==> src/rtl/ex_mem_pkg.sv <==
// Shared types and constants for the EX/MEM pipeline stage: state encoding,
// load/store size codes and the bundled payload carried from ALU to memory stage.
package ex_mem_pkg;

  localparam int XLEN = 32;
  localparam int RD_W = 5;

  typedef enum logic [1:0] {
    S_EMPTY = 2'b00,
    S_ONE   = 2'b01,
    S_FULL  = 2'b10
  } state_t;

  localparam logic [2:0] F3_LB  = 3'b000;
  localparam logic [2:0] F3_LH  = 3'b001;
  localparam logic [2:0] F3_LW  = 3'b010;
  localparam logic [2:0] F3_LBU = 3'b100;
  localparam logic [2:0] F3_LHU = 3'b101;
  localparam logic [2:0] F3_SB  = 3'b000;
  localparam logic [2:0] F3_SH  = 3'b001;
  localparam logic [2:0] F3_SW  = 3'b010;

  typedef struct packed {
    logic [XLEN-1:0] res;
    logic            cout;
    logic            cmp;
    logic [RD_W-1:0] rd;
    logic            wb_en;
    logic            mem_rd;
    logic            mem_wr;
    logic [2:0]      funct3;
    logic [XLEN-1:0] store_data;
  } payload_t;

endpackage

==> src/rtl/ex_mem_stage_payload_reg.sv <==
// Load-enabled payload register with synchronous reset; used for both the
// head and the skid entry of the EX/MEM stage.
module pipe_payload_reg #(
  parameter int W = 8
) (
  input  logic         clk,
  input  logic         rst,
  input  logic         load,
  input  logic [W-1:0] d,
  output logic [W-1:0] q
);

  always_ff @(posedge clk) begin
    if (rst) begin
      q <= '0;
    end else if (load) begin
      q <= d;
    end
  end

endmodule

==> src/rtl/ex_mem_stage.sv <==
// EX/MEM stage: two-entry skid buffer between ALU and memory stage, with
// ex_ready decoded purely from registered state, plus the forwarding bus.
module ex_mem_stage
  import ex_mem_pkg::*;
#(
  parameter int N    = ex_mem_pkg::XLEN,
  parameter int RD_W = ex_mem_pkg::RD_W
) (
  input  logic            clk,
  input  logic            rst,
  input  logic            flush,
  input  logic            ex_valid,
  output logic            ex_ready,
  input  logic [N-1:0]    ex_res,
  input  logic            ex_cout,
  input  logic            ex_cmp,
  input  logic [RD_W-1:0] ex_rd,
  input  logic            ex_wb_en,
  input  logic            ex_mem_rd,
  input  logic            ex_mem_wr,
  input  logic [2:0]      ex_funct3,
  input  logic [N-1:0]    ex_store_data,
  output logic            mem_valid,
  input  logic            mem_ready,
  output logic [N-1:0]    mem_res,
  output logic            mem_cout,
  output logic            mem_cmp,
  output logic [RD_W-1:0] mem_rd,
  output logic            mem_wb_en,
  output logic            mem_mem_rd,
  output logic            mem_mem_wr,
  output logic [2:0]      mem_funct3,
  output logic [N-1:0]    mem_store_data,
  output logic            fwd_valid,
  output logic [RD_W-1:0] fwd_rd,
  output logic [N-1:0]    fwd_data
);

  state_t   state_q, state_d;
  payload_t in_pay, head_d, head_q, skid_q;
  logic     accept, pop;
  logic     head_load, skid_load, head_from_skid;

  assign in_pay = '{res: ex_res, cout: ex_cout, cmp: ex_cmp, rd: ex_rd,
                    wb_en: ex_wb_en, mem_rd: ex_mem_rd, mem_wr: ex_mem_wr,
                    funct3: ex_funct3, store_data: ex_store_data};

  assign ex_ready  = (state_q != S_FULL);
  assign mem_valid = (state_q != S_EMPTY);
  assign accept    = ex_valid & ex_ready;
  assign pop       = mem_valid & mem_ready;

  always_comb begin
    state_d        = state_q;
    head_load      = 1'b0;
    skid_load      = 1'b0;
    head_from_skid = 1'b0;
    case (state_q)
      S_EMPTY: begin
        if (accept) begin
          state_d   = S_ONE;
          head_load = 1'b1;
        end
      end
      S_ONE: begin
        if (accept && !pop) begin
          state_d   = S_FULL;
          skid_load = 1'b1;
        end else if (accept && pop) begin
          head_load = 1'b1;
        end else if (pop) begin
          state_d = S_EMPTY;
        end
      end
      S_FULL: begin
        if (pop) begin
          state_d        = S_ONE;
          head_load      = 1'b1;
          head_from_skid = 1'b1;
        end
      end
      default: state_d = S_EMPTY;
    endcase
    // Flush kills everything buffered; suppressing the loads keeps a
    // same-cycle ALU result from ever reaching the head register.
    if (flush) begin
      state_d   = S_EMPTY;
      head_load = 1'b0;
      skid_load = 1'b0;
    end
  end

  assign head_d = head_from_skid ? skid_q : in_pay;

  always_ff @(posedge clk) begin
    if (rst) begin
      state_q <= S_EMPTY;
    end else begin
      state_q <= state_d;
    end
  end

  pipe_payload_reg #(.W($bits(payload_t))) u_head (
    .clk  (clk),
    .rst  (rst),
    .load (head_load),
    .d    (head_d),
    .q    (head_q)
  );

  pipe_payload_reg #(.W($bits(payload_t))) u_skid (
    .clk  (clk),
    .rst  (rst),
    .load (skid_load),
    .d    (in_pay),
    .q    (skid_q)
  );

  assign mem_res        = head_q.res;
  assign mem_cout       = head_q.cout;
  assign mem_cmp        = head_q.cmp;
  assign mem_rd         = head_q.rd;
  assign mem_wb_en      = head_q.wb_en;
  assign mem_mem_rd     = head_q.mem_rd;
  assign mem_mem_wr     = head_q.mem_wr;
  assign mem_funct3     = head_q.funct3;
  assign mem_store_data = head_q.store_data;

  // Load results are only addresses here, and x0 is hardwired zero.
  assign fwd_valid = mem_valid & head_q.wb_en & ~head_q.mem_rd & (head_q.rd != '0);
  assign fwd_rd    = head_q.rd;
  assign fwd_data  = head_q.res;

endmodule

==> config.mk <==
export PLATFORM = sky130hd
export DESIGN_NAME = ex_mem_stage
export DESIGN_NICKNAME = d
export VERILOG_FILES = /design/src/rtl/ex_mem_pkg.sv /design/src/rtl/ex_mem_stage_payload_reg.sv /design/src/rtl/ex_mem_stage.sv
export SDC_FILE = /design/constraint.sdc
export NUM_CORES = 1
export LEC_CHECK = 0
export CORE_ASPECT_RATIO = 1.4
export CORE_UTILIZATION = 40
export CTS_CLUSTER_SIZE = 10
export DETAILED_ROUTE_END_ITERATION = 10
export PLACE_DENSITY = 0.68
export SYNTH_ARGS = -nofsm -noshare
export SYNTH_HDL_FRONTEND = slang
export SYNTH_SLANG_ARGS = --single-unit
==> constraint.sdc <==
create_clock -name clk -period 5.05 [get_ports clk]
set_clock_uncertainty 0.05 [all_clocks]
set_input_delay 1.01 -clock clk [delete_from_list [all_inputs] [get_ports clk]]
set_output_delay 1.01 -clock clk [all_outputs]
set_load 0.01 [all_outputs]
# --- Word level (Yosys, flattened, before mapping) ---
# Index checks and enable logic that the tools add are counted.
# W data, S select, Z words.
totals:
  output_inout_bits: 117
  wordCells: 41
  ff_bits: 156
  inputBits: 82
classes:
  n_eq_ne: 7
  n_reduce_logical: 8
  muxes: 17
  bitwise_logic: 6
op_table:
  columns: ["operator", "count"]
  rows:
  - ["$mux W77", 1]
  - ["$mux W2", 5]
  - ["$mux W1", 9]
  - ["$ne A2 B2 Y1 const B", 3]
  - ["$ne A3 B3 Y1 const B", 2]
  - ["$pmux W2 S3", 1]
  - ["$and A1 B1 Y1", 5]
  - ["$reduce_bool A5 Y1", 1]
  - ["$reduce_and A4 Y1", 1]
  - ["$pmux W1 S3", 1]
  - ["$eq A2 B1 Y1 const B", 1]
  - ["$eq A2 B2 Y1 const B", 1]
  - ["$logic_and A1 B1 Y1", 2]
  - ["$logic_not A2 Y1", 1]
  - ["$reduce_bool A2 Y1", 1]
  - ["$reduce_or A2 Y1", 1]
  - ["$logic_not A1 Y1", 1]
  - ["$not A1 Y1", 1]

# --- Depth between registers and ports, before layout ---
# Gate-level depths: netlist of run 1.
logic_depth:
  depth_word: 7
  mapped_depth: 7
  mapped_depth_nobuf: 3

# --- Cells and area by module ---
# Synthesis of run 1 repeated with hierarchy kept, for this count alone.
hier_totals:
  hier_cells: 640
  hier_area_um2: 6993.0
by_module_without_submodules:
  columns: ["mod", "seq_area_each_um2", "cells_each", "instances", "area_each_um2"]
  rows:
  - ["pipe_payload_reg", 1541.5, 249, 2, 2753.9]
  - ["ex_mem_stage", 40.0, 142, 1, 1485.2]

# --- Worst setup path before layout of run 1 ---
# Ideal clock, no wire load.
synth_path:
  path_type: "input to register"
  start: "input flush"
  end: "register u_head.q[41]"
  required_time_ns: 4.909
  cell_stages: 7
  arrival_ns: 2.210
  path_slack_ns: 2.699
  n_path_buf: 4
  cell_sequence: "clkbuf_1 nor4bb_1 buf_2 clkbuf_4 buf_2 a311oi_1 a311oi_1"
synth_via:
  elab_chain_cells: 1
synth_lines:
  columns: ["element", "line", "source"]
  rows:
  - ["start: declaration", "ex_mem_stage.sv:11", "input logic flush,"]
  - ["$mux W1", "ex_mem_stage.sv:86", "if (flush) begin"]
  - ["end signal: assignment", "ex_mem_stage_payload_reg.sv:15", "q <= '0;"]
  - ["end signal: assignment", "ex_mem_stage_payload_reg.sv:17", "q <= d;"]
  - ["end: declaration", "ex_mem_stage_payload_reg.sv:10", "output logic [W-1:0] q"]
# Every way passes these cells.
# A chain may end at the register's enable or synchronous reset.

# --- Worst setup path in the final report of run 1 ---
layout_path:
  start: "input mem_ready"
  end: "register u_head.q[50]"
layout_via:
  elab_chain_cells: 6
  elab_cells_between_ends: 11
  cone_classes: "mux (7); bitwise (1); reduce/logical (3)"
layout_lines:
  columns: ["element", "line", "source"]
  rows:
  - ["start: declaration", "ex_mem_stage.sv:24", "input logic mem_ready,"]
  - ["$and A1 B1 Y1 (*)", "ex_mem_stage.sv:51", "assign pop = mem_valid & mem_ready;"]
  - ["$logic_and A1 B1 Y1 or $logic_not A1 Y1 (tied branches)", "ex_mem_stage.sv:69, ex_mem_stage.sv:66", null]
  - ["$mux W1 or $logic_and A1 B1 Y1 (tied branches)", "ex_mem_stage.sv:69, ex_mem_stage.sv:66", null]
  - ["$mux W1", "ex_mem_stage.sv:66", "if (accept && !pop) begin"]
  - ["$pmux W1 S3", "ex_mem_stage.sv:58", "case (state_q)"]
  - ["$mux W1", "ex_mem_stage.sv:86", null]
# Mark *: on every way between the ends. The rest lies on a longest branch, timed or not.

==> flow_summary_export.csv, run 1 <==
group,metric,value,unit
outcome,status,"completed",
logic_synthesis,synth-adder-area-share,0,
layout,drive_gt1_frac,0.0579,
layout,final-instance-count-excl-fill,1122,
timing,fmax,0.291,GHz
global_route,grt_max_degree,102,
setup_path,regToRegStartpoint,"state_q[1]$_SDFFE_PP0P_",
global_route,grt_pass1_wl,34000,µm
floorplan,dieArea,18800,µm²
pwr,p_leak,3.55,nW
logic_synthesis,synth_xor_area_frac,0,
cts,cts.clk_slew.worst_paths,0.06,ns
cts,root_buffer,"clkbuf_16",
drt,drc_errors,0,
drt,viasPerCell,6.00,
timing,post-route-period-util,0.681,
drt,firstDrtPassIters,5,
layout,mostFrequentLayoutCells,"196 x clkdlybuf4s50_1, 156 x dfxtp_1, 154 x a311oi_1",
logic_synthesis,syn_nets,871,
drt,ant_nets,0,
logic_synthesis,yosysWarningCount,0,
global_route,grt_pass1_vias,6261,
floorplan,io-pin-count,199,
timing,slew_headroom,0.276,
drt,drt-total-wl,21900,µm
setup_path,crit_start,"mem_ready",
layout,syn2layout_area_growth,31.0,%
timing,tightest_slew,1.09,ns
logic_synthesis,synth_top_cell_by_area,"dfxtp_1",
setup_path,cp_max_fo,77,
pwr,ir_drop,0.000159,V
setup_path,crit_path_end,"u_head.q[50]$_SDFFE_PP0P_",
logic_synthesis,synth_top_area_share,0.427,
floorplan,fp-row-count,58,
logic_synthesis,synthDistinctLibCells,30,
timing,rsz0062_at_grt,"no",
setup_path,worstSetupPathType,"in2reg",
cts,insertion_delay,0.43,ns
cts,cts_tree,"done",
setup_path,cp-end-kind,"flop",
global_route,met3_usage,0.0489,
layout,final_net_count,952,
logic_synthesis,avgSynthCellArea,9.28,µm²
logic_synthesis,synth_ff_type,"dfxtp_1",
cts,cts_resized,0,
logic_synthesis,ys_seq_area_frac,0.427,
logic_synthesis,synth-compound-area-share,0.295,
place,dp.cells,1091,
floorplan,initial_core_util,0.408,
setup_path,cp-start-kind,"primary input",
cts,numClockSinks,156,
logic_synthesis,synth.area.top_cells,"dfxtp_1 43%, a311oi_1 18%, mux2i_1 11%",
drt,wl_per_cell,19.5,µm
setup_path,ff2ff_path_depth,3,
cts,cts_buffers,17,
logic_synthesis,ys_async_sr_fraction,0,
logic_synthesis,syn_inst,789,
cts,cts_setup_buffers,0,
place,port_buffers,198,
setup_path,worst-r2r-setup-slack,2.28,ns
cts,h-tree-depth,4,
logic_synthesis,synth-simple-area-share,0.0674,
floorplan,die_x,116,µm
cts,hold_buffers,0,
timing,final_hold_viol_count,0,
timing,setup_violations,0,
setup_path,cp.required,5.25,ns
timing,slew_violations,0,
pwr,cellPowerDensity,316,nW/µm²
global_route,antenna_found_initial,1,
global_route,busiest_layer,"met2",
logic_synthesis,synth_top_family_by_area,"compound AO/OA/AOI/OAI gates",
place,dpl.hpwl,12200,µm
drt,drtIter0Drc,551,
layout,fillers,1687,
logic_synthesis,muxShareOfSynthArea,0.105,
run,drv_cap,0,
floorplan,core_area,17900,µm²
global_route,grt_overflow,0,
place,dp_slack,1.18,ns
global_route,grt_use_met2,0.359,
layout,layout_commonest_cell,"clkdlybuf4s50_1",
drt,via_count,6729,
global_route,use_met1,0.307,
timing,fin_crit,3.44,ns
worst_hold_path,hold_path_class,"reg2reg",
timing,fin_tns_setup,0,ns
cts,clockBufferDepth,2,
place,gp_congestion,0.725,
logic_synthesis,synth-edff-count,0,
timing,layout_setup_ws,1.61,ns
setup_path,crit_arrival,3.64,ns
logic_synthesis,ys_ff_latch,156,
global_route,track_usage,0.233,
floorplan,fp.dieH,162,µm
setup_path,r2r_end,"u_head.q[50]$_SDFFE_PP0P_",
logic_synthesis,syn-cell-area,7320,µm²
-- worst min path at each step --
stage | to | start | slack [ns] | cells past startpoint
after detailed placement | u_skid.q[20]$_SDFFE_PP0P_ | u_skid.q[20]$_SDFFE_PP0P_ | 0.42 | 2
after CTS | u_skid.q[21]$_SDFFE_PP0P_ | u_skid.q[21]$_SDFFE_PP0P_ | 0.42 | 2
after floorplan | u_skid.q[0]$_SDFFE_PP0P_ | u_skid.q[0]$_SDFFE_PP0P_ | 0.40 | 2
after global placement | u_skid.q[11]$_SDFFE_PP0P_ | u_skid.q[11]$_SDFFE_PP0P_ | 0.41 | 2
after global routing | u_skid.q[9]$_SDFFE_PP0P_ | u_skid.q[9]$_SDFFE_PP0P_ | 0.44 | 2
final | u_skid.q[21]$_SDFFE_PP0P_ | u_skid.q[21]$_SDFFE_PP0P_ | 0.42 | 2
-- metrics by stage --
step	util	total power, mW	hold WS, ns	cell area (µm²)
after detailed placement	0.503	1.80	0.415	9020
after global placement	0.503	1.80	0.409	9020
after global routing	0.535	3.15	0.436	9590
final	0.535	3.03	0.423	9590
after floorplan	-	1.58	0.403	7320
after CTS	0.535	3.06	0.424	9580
-- worst max-delay path, cell delays in order --
cell,delay [ns]
clkdlybuf4s50_1,0.67
nand3b_1,0.60
a21bo_4,1.08
a311oi_1,0.22
-- flip-flops by register name, indices dropped and copies added (netlist names) --
name / cells
u_skid.q: 77
state_q: 2
u_head.q: 77
-- Yosys cell counts, drive strengths merged, types with 2 or more instances --
cell and number:
nand2b 2, a21oi 77, a311oi 154, buf 68
nand3 77, o21ai 77, nor4bb 3, mux2i 77
dfxtp 156, clkbuf 82, nand2 2
-- layer usage --
metal | vias to the layer above | part of all wire
met5 | - | 0
met1 | 3263 | 0.42
met4 | 0 | 0.032
li1 | 3209 | -
met2 | 221 | 0.49
met3 | 36 | 0.050
-- layout make-up --
type | instances | area [µm²] | area share
inverter | 1 | 8.76 | 0.000914
clock inverter | 7 | 90.1 | 0.00940
antenna | 1 | 2.50 | 0.000261
multi-input combinational | 482 | 3490 | 0.364
tap | 240 | 300 | 0.0313
clock buffer | 23 | 478 | 0.0499
sequential | 156 | 3120 | 0.326
timing repair buffer | 212 | 2090 | 0.218
-- power breakdown --
group / leakage [nW] / switching [mW] / internal [mW] / total [mW]
Combinational: 2.00 / 0.223 / 0.235 / 0.458
Sequential: 1.27 / 0.0373 / 1.28 / 1.32
Clock: 0.275 / 0.492 / 0.758 / 1.25
-- cell families after synthesis --
group / after synthesis
DFF: 156
AOI/OAI and AO/OA: 313
and+or+nand+nor: 92
buffers and inverters: 151
muxes: 77
Power figures use the tool's default switching activity.
==> run 2: changes to the inputs <==
clock period = 3.22 ns   (was 5.05 ns; I/O delays follow)
==> run 2 against run 1 <==
Net effect: final cell count increased by 1.1%; wire length decreased by 0.88%; power rose by 60%.
==> flow_summary_export.csv, run 2 (synthesized netlist as in run 1, its figures left out) <==
group,metric,value,unit
drt,wl_per_cell,19.2,µm
setup_path,worstSetupPathType,"reg2out",
floorplan,core_area,17900,µm²
cts,clockBufferDepth,2,
timing,layout_setup_ws,0.375,ns
drt,drc_errors,0,
cts,insertion_delay,0.43,ns
global_route,track_usage,0.232,
place,dpl.hpwl,13000,µm
layout,drive_gt1_frac,0.0695,
floorplan,fp.dieH,162,µm
pwr,ir_drop,0.000298,V
worst_hold_path,hold_path_class,"reg2reg",
setup_path,cp.required,2.53,ns
layout,reg_top3,"u_head.q: 77 flops, u_skid.q: 77 flops, state_q: 2 flops",
floorplan,initial_core_util,0.408,
drt,drt-total-wl,21700,µm
drt,ant_nets,0,
place,dpl_cell_area,9160,µm²
global_route,grt_overflow,0,
pwr,cellPowerDensity,496,nW/µm²
setup_path,worst-r2r-setup-slack,1.28,ns
floorplan,dieArea,18800,µm²
floorplan,fp-row-count,58,
setup_path,cp-start-kind,"flop",
cts,root_buffer,"clkbuf_16",
drt,firstDrtPassIters,6,
cts,numClockSinks,156,
setup_path,crit_arrival,2.15,ns
timing,tightest_slew,0.881,ns
layout,mostFrequentLayoutCells,"196 x clkdlybuf4s50_1, 156 x dfxtp_1, 154 x a311oi_1",
timing,post-route-period-util,0.884,
global_route,grt_pass1_wl,34200,µm
layout,register_area,3120,µm²
pwr,p_leak,3.63,nW
run,drv_cap,0,
global_route,grt_pass1_vias,6496,
global_route,antenna_found_initial,2,
timing,fin_crit,2.84,ns
timing,slew_violations,0,
layout,layout_commonest_cell,"clkdlybuf4s50_1",
place,gp_congestion,0.788,
layout,final_net_count,961,
floorplan,io-pin-count,199,
timing,rsz0062_at_grt,"no",
layout,fillers,1647,
cts,hold_buffers,0,
floorplan,die_x,116,µm
cts,cts.clk_slew.worst_paths,0.06,ns
cts,cts_tree,"done",
drt,drtIter0Drc,425,
pwr,p_total,4.85,mW
cts,cts_resized,0,
drt,viasPerCell,5.99,
timing,fmax,0.352,GHz
place,port_buffers,198,
layout,syn2layout_area_growth,33.5,%
setup_path,cp-end-kind,"primary output",
global_route,grt_max_degree,143,
timing,fin_tns_setup,0,ns
timing,final_hold_viol_count,0,
setup_path,cp_max_fo,10,
cts,h-tree-depth,4,
timing,slew_headroom,0.413,
outcome,status,"completed",
place,dp_slack,0.538,ns
cts,cts_setup_buffers,0,
drt,via_count,6797,
cts,cts_buffers,17,
timing,setup_violations,0,
layout,multiInputGateArea,3490,µm²
layout,finish.instance_area,9770,µm²
## run 2: critical path, cell delays in order, from the launching register on
cell and delay (ns):
dfxtp_1 0.60, or2_2 0.24, nor4bb_1 0.30, clkdlybuf4s50_1 0.60
## run 2: per-layer routing
layer,vias up,wire length [µm],part of all wire,GRT usage
met5,-,0,0,0
met4,0,666,0.031,0.120
met3,41,1130,0.052,0.0451
met2,256,10900,0.50,0.371
met1,3268,9060,0.42,0.294
li1,3232,-,-,-
## run 2: power breakdown
part / total (mW) / switching, mW / internal [mW]
combinational: 0.730 / 0.352 / 0.379
sequential: 2.07 / 0.0599 / 2.01
clock: 2.05 / 0.788 / 1.26
## run 2: area by class of cell
type | instances | share of cell area
clock inverters | 10 | 0.0143
flip-flops and latches | 156 | 0.320
clock buffers | 22 | 0.0475
multi-input cells | 482 | 0.357
inverters | 1 | 0.000897
well taps | 240 | 0.0307
diodes | 2 | 0.000512
repair buffers | 221 | 0.229
## run 2: final timing paths
kind,depth (start not counted),end,start
worst max-delay path,3,fwd_valid,state_q[0]$_SDFFE_PP0P_
worst min-delay path,2,u_skid.q[26]$_SDFFE_PP0P_,u_skid.q[26]$_SDFFE_PP0P_
worst max register to register,4,u_head.q[26]$_SDFFE_PP0P_,state_q[0]$_SDFFE_PP0P_
worst min register to register,2,u_skid.q[26]$_SDFFE_PP0P_,u_skid.q[26]$_SDFFE_PP0P_
## run 2: per-stage QoR
| step | cells | hold slack [ns] | utilization |
|---|---|---|---|
| 4_1_cts | 1132 | 0.425 | 0.545 |
| 3_3_place_gp | 1100 | 0.409 | 0.511 |
| 2_1_floorplan | 789 | 0.403 | - |
| 3_5_place_dp | 1100 | 0.417 | 0.511 |
| 5_1_grt | 1134 | 0.443 | 0.545 |
| 6_report | 1134 | 0.422 | 0.545 |
==> run 3: changes to the inputs <==
CORE_MARGIN = 8   (was default)
PLACE_DENSITY = 0.69   (was 0.68)
SYNTH_HIERARCHICAL = 1   (was default)
==> run 3 against run 2 <==
Net effect: non-clock buffer count shrank 16; final cell count shrank 9.0%; core utilization fell by 0.24 points; wire length is 24% lower; sequential share of layout area up 1.4 points; via count shrank 28%; area after synthesis decreased by 4.4%; setup slack better by 0.17 ns; clock power about the same; critical endpoint unchanged; cell area fell by 4.1%; largest cell class unchanged; power decreased by 2.8%; synthesized cell count fell by 19%.
==> flow_summary_export.csv, run 3 <==
group,metric,value,unit
global_route,grt_pass1_vias,5186,
timing,final_hold_viol_count,0,
logic_synthesis,ys_seq_area_frac,0.447,
setup_path,cp_max_fo,4,
logic_synthesis,synth-edff-count,0,
setup_path,path_cells,"or4_1 > nor2_1 > nor4bb_1 > clkdlybuf4s50_1",
pwr,pwr-share-clk,0.437,
pwr,cellPowerDensity,503,nW/µm²
cts,hold_buffers,0,
timing,fmax,0.374,GHz
setup_path,worstSetupPathType,"reg2out",
logic_synthesis,yosys-top-cells-count,"156 x dfxtp_1, 155 x nor2_1, 154 x mux2i_1, 47 x buf_4, 47 x mux2_2",
pwr,seq_power_share,0.433,
pwr,ir_drop,0.000332,V
logic_synthesis,syn_nets,722,
timing,fin_crit,2.68,ns
logic_synthesis,avgSynthCellArea,10.9,µm²
logic_synthesis,ys_async_sr_fraction,0,
logic_synthesis,syn_inst,640,
global_route,antenna_found_initial,0,
global_route,grt_overflow,0,
drt,wl_per_cell,16.1,µm
logic_synthesis,synth_ff_type,"dfxtp_1",
layout,n_antenna_cell,0,
layout,reg_top3,"u_head/q: 77 flops, u_skid/q: 77 flops, state_q: 2 flops",
setup_path,slowest_delay,0.52,ns
floorplan,initial_core_util,0.405,
pwr,switching_share,0.235,
place,dp_slack,0.498,ns
timing,setup_violations,0,
layout,fillers,1548,
floorplan,fp.dieH,172,µm
setup_path,critical-path-top-delay-family,"simple AND/OR/NAND/NOR gates",
layout,layout_commonest_cell,"clkdlybuf4s50_1",
cts,numClockSinks,156,
logic_synthesis,synth_top_area_share,0.447,
drt,viasPerCell,4.76,
logic_synthesis,ys_ff_latch,156,
place,gp_congestion,0.721,
cts,root_buffer,"clkbuf_16",
setup_path,cp-end-kind,"primary output",
timing,post-route-period-util,0.831,
logic_synthesis,synthDistinctLibCells,26,
timing,slew_headroom,0.628,
cts,h-tree-depth,4,
place,port_buffers,198,
cts,cts_tree,"done",
cts,insertion_delay,0.42,ns
drt,ant_nets,0,
logic_synthesis,yosysMostFrequentCell,"dfxtp_1",
logic_synthesis,synth.area.top_cells,"dfxtp_1 45%, mux2i_1 22%, nor2_1 8.3%",
floorplan,dieArea,22000,µm²
outcome,status,"completed",
logic_synthesis,synth_top_cell_by_area,"dfxtp_1",
logic_synthesis,syn-cell-area,6990,µm²
floorplan,die_x,128,µm
global_route,grt_pass1_wl,26400,µm
cts,clockBufferDepth,2,
timing,fin_tns_setup,0,ns
setup_path,critical_path.slowest_cell,"or4_1",
timing,layout_setup_ws,0.543,ns
drt,drt-total-wl,16600,µm
setup_path,worst-path-buf-inv,1,
worst_hold_path,hold_path_class,"reg2reg",
global_route,grt_max_degree,78,
drt,via_count,4912,
pwr,p_leak,3.57,nW
layout,mostFrequentLayoutCells,"197 x clkdlybuf4s50_1, 156 x dfxtp_1, 155 x nor2_1",
floorplan,fp-row-count,57,
pwr,p_comb_frac,0.130,
layout,syn2layout_area_growth,33.9,%
cts,cts_resized,0,
logic_synthesis,yosysWarningCount,6,
floorplan,io-pin-count,199,
cts,cts.clk_slew.worst_paths,0.06,ns
cts,cts_buffers,17,
layout,final_net_count,865,
pwr,p_int,3.61,mW
drt,drtIter0Drc,216,
floorplan,core_area,17300,µm²
run,drv_cap,0,
global_route,track_usage,0.151,
timing,rsz0062_at_grt,"no",
pwr,p_sw,1.11,mW
place,dpl.hpwl,11600,µm
cts,cts_setup_buffers,0,
drt,drc_errors,0,
layout,drive_gt1_frac,0.152,
setup_path,crit_arrival,1.98,ns
timing,slew_violations,0,
pwr,p_total,4.71,mW
drt,firstDrtPassIters,4,
setup_path,cp.required,2.53,ns
timing,tightest_slew,0.558,ns
setup_path,cp-start-kind,"flop",
[run 3: changes by cell type after synthesis, sizes merged, moves of 2 or more]
cell / previous run / this run
buf: 68 / 73
mux2i: 77 / 154
a311oi: 154 / 1
nand3: 77 / 0
nor2: 1 / 155
o21ai: 77 / 0
clkbuf: 82 / 8
a21oi: 77 / 2
mux2: 0 / 77
nor4bb: 3 / 1
[run 3: power by group through the flow]
stage	clock, mW	combinational, mW	sequential, mW
after floorplan	0	0.309	2.10
after global placement	0	0.605	2.08
after detailed placement	0	0.617	2.09
after CTS	2.11	0.619	2.04
after global routing	2.20	0.656	2.05
final	2.06	0.613	2.04
[run 3: final timing paths]
kind / slack, ns / start / end / cells after the start
hold reg to reg: 0.44 / u_skid/q[40]$_SDFFE_PP0P_ / u_skid/q[40]$_SDFFE_PP0P_ / 2
setup reg to reg: 1.24 / state_q[0]$_SDFFE_PP0P_ / u_head/q[17]$_SDFFE_PP0P_ / 6
setup / recovery: 0.54 / u_head/q[38]$_SDFFE_PP0P_ / fwd_valid / 4
hold / removal: 0.44 / u_skid/q[40]$_SDFFE_PP0P_ / u_skid/q[40]$_SDFFE_PP0P_ / 2
[run 3: layout make-up]
cell class                 count  area [µm²]  share of cell area
clock inverter                13         164              0.0175
clock buffer                  19         443              0.0473
multi-input combinational    402        3240               0.346
timing repair buffer         205        2090               0.224
sequential                   156        3120               0.334
tap                          236         295              0.0315
inverter                       1        3.75            0.000401
[run 3: kinds of logic (layout without fill, tap and decap cells)]
group	Yosys count	in the layout	share of synthesized area
buf+inv	82	238	0.0932
flops	156	156	0.447
compound gates	4	4	0.00376
simple gates	167	167	0.0959
mux	231	231	0.361
[run 3: routing by layer]
layer / vias up / wire (µm) / GRT usage / share of wire
li1: 2398 / - / - / -
met1: 2342 / 7100 / 0.165 / 0.43
met2: 158 / 7880 / 0.256 / 0.47
met3: 14 / 1450 / 0.0654 / 0.087
met4: 0 / 175 / 0.0477 / 0.011
met5: - / 0 / 0 / 0
[run 3: worst reg2reg max path, stage by stage, from the launching register on]
cell	delay, ns
dfxtp_1	0.44
nor2b_4	0.08
nand2_4	0.26
buf_4	0.37
mux2_2	0.40
mux2i_1	0.17
nor2_1	0.07
[run 3: per-stage QoR]
step	instances	hold WS, ns	instance area [µm²]	util
global route	1032	0.465	9360	0.543
floorplan	640	0.406	6990	-
detailed placement	1000	0.432	8760	0.507
global placement	1000	0.418	8760	0.507
CTS	1032	0.447	9360	0.543
finish	1032	0.442	9360	0.543
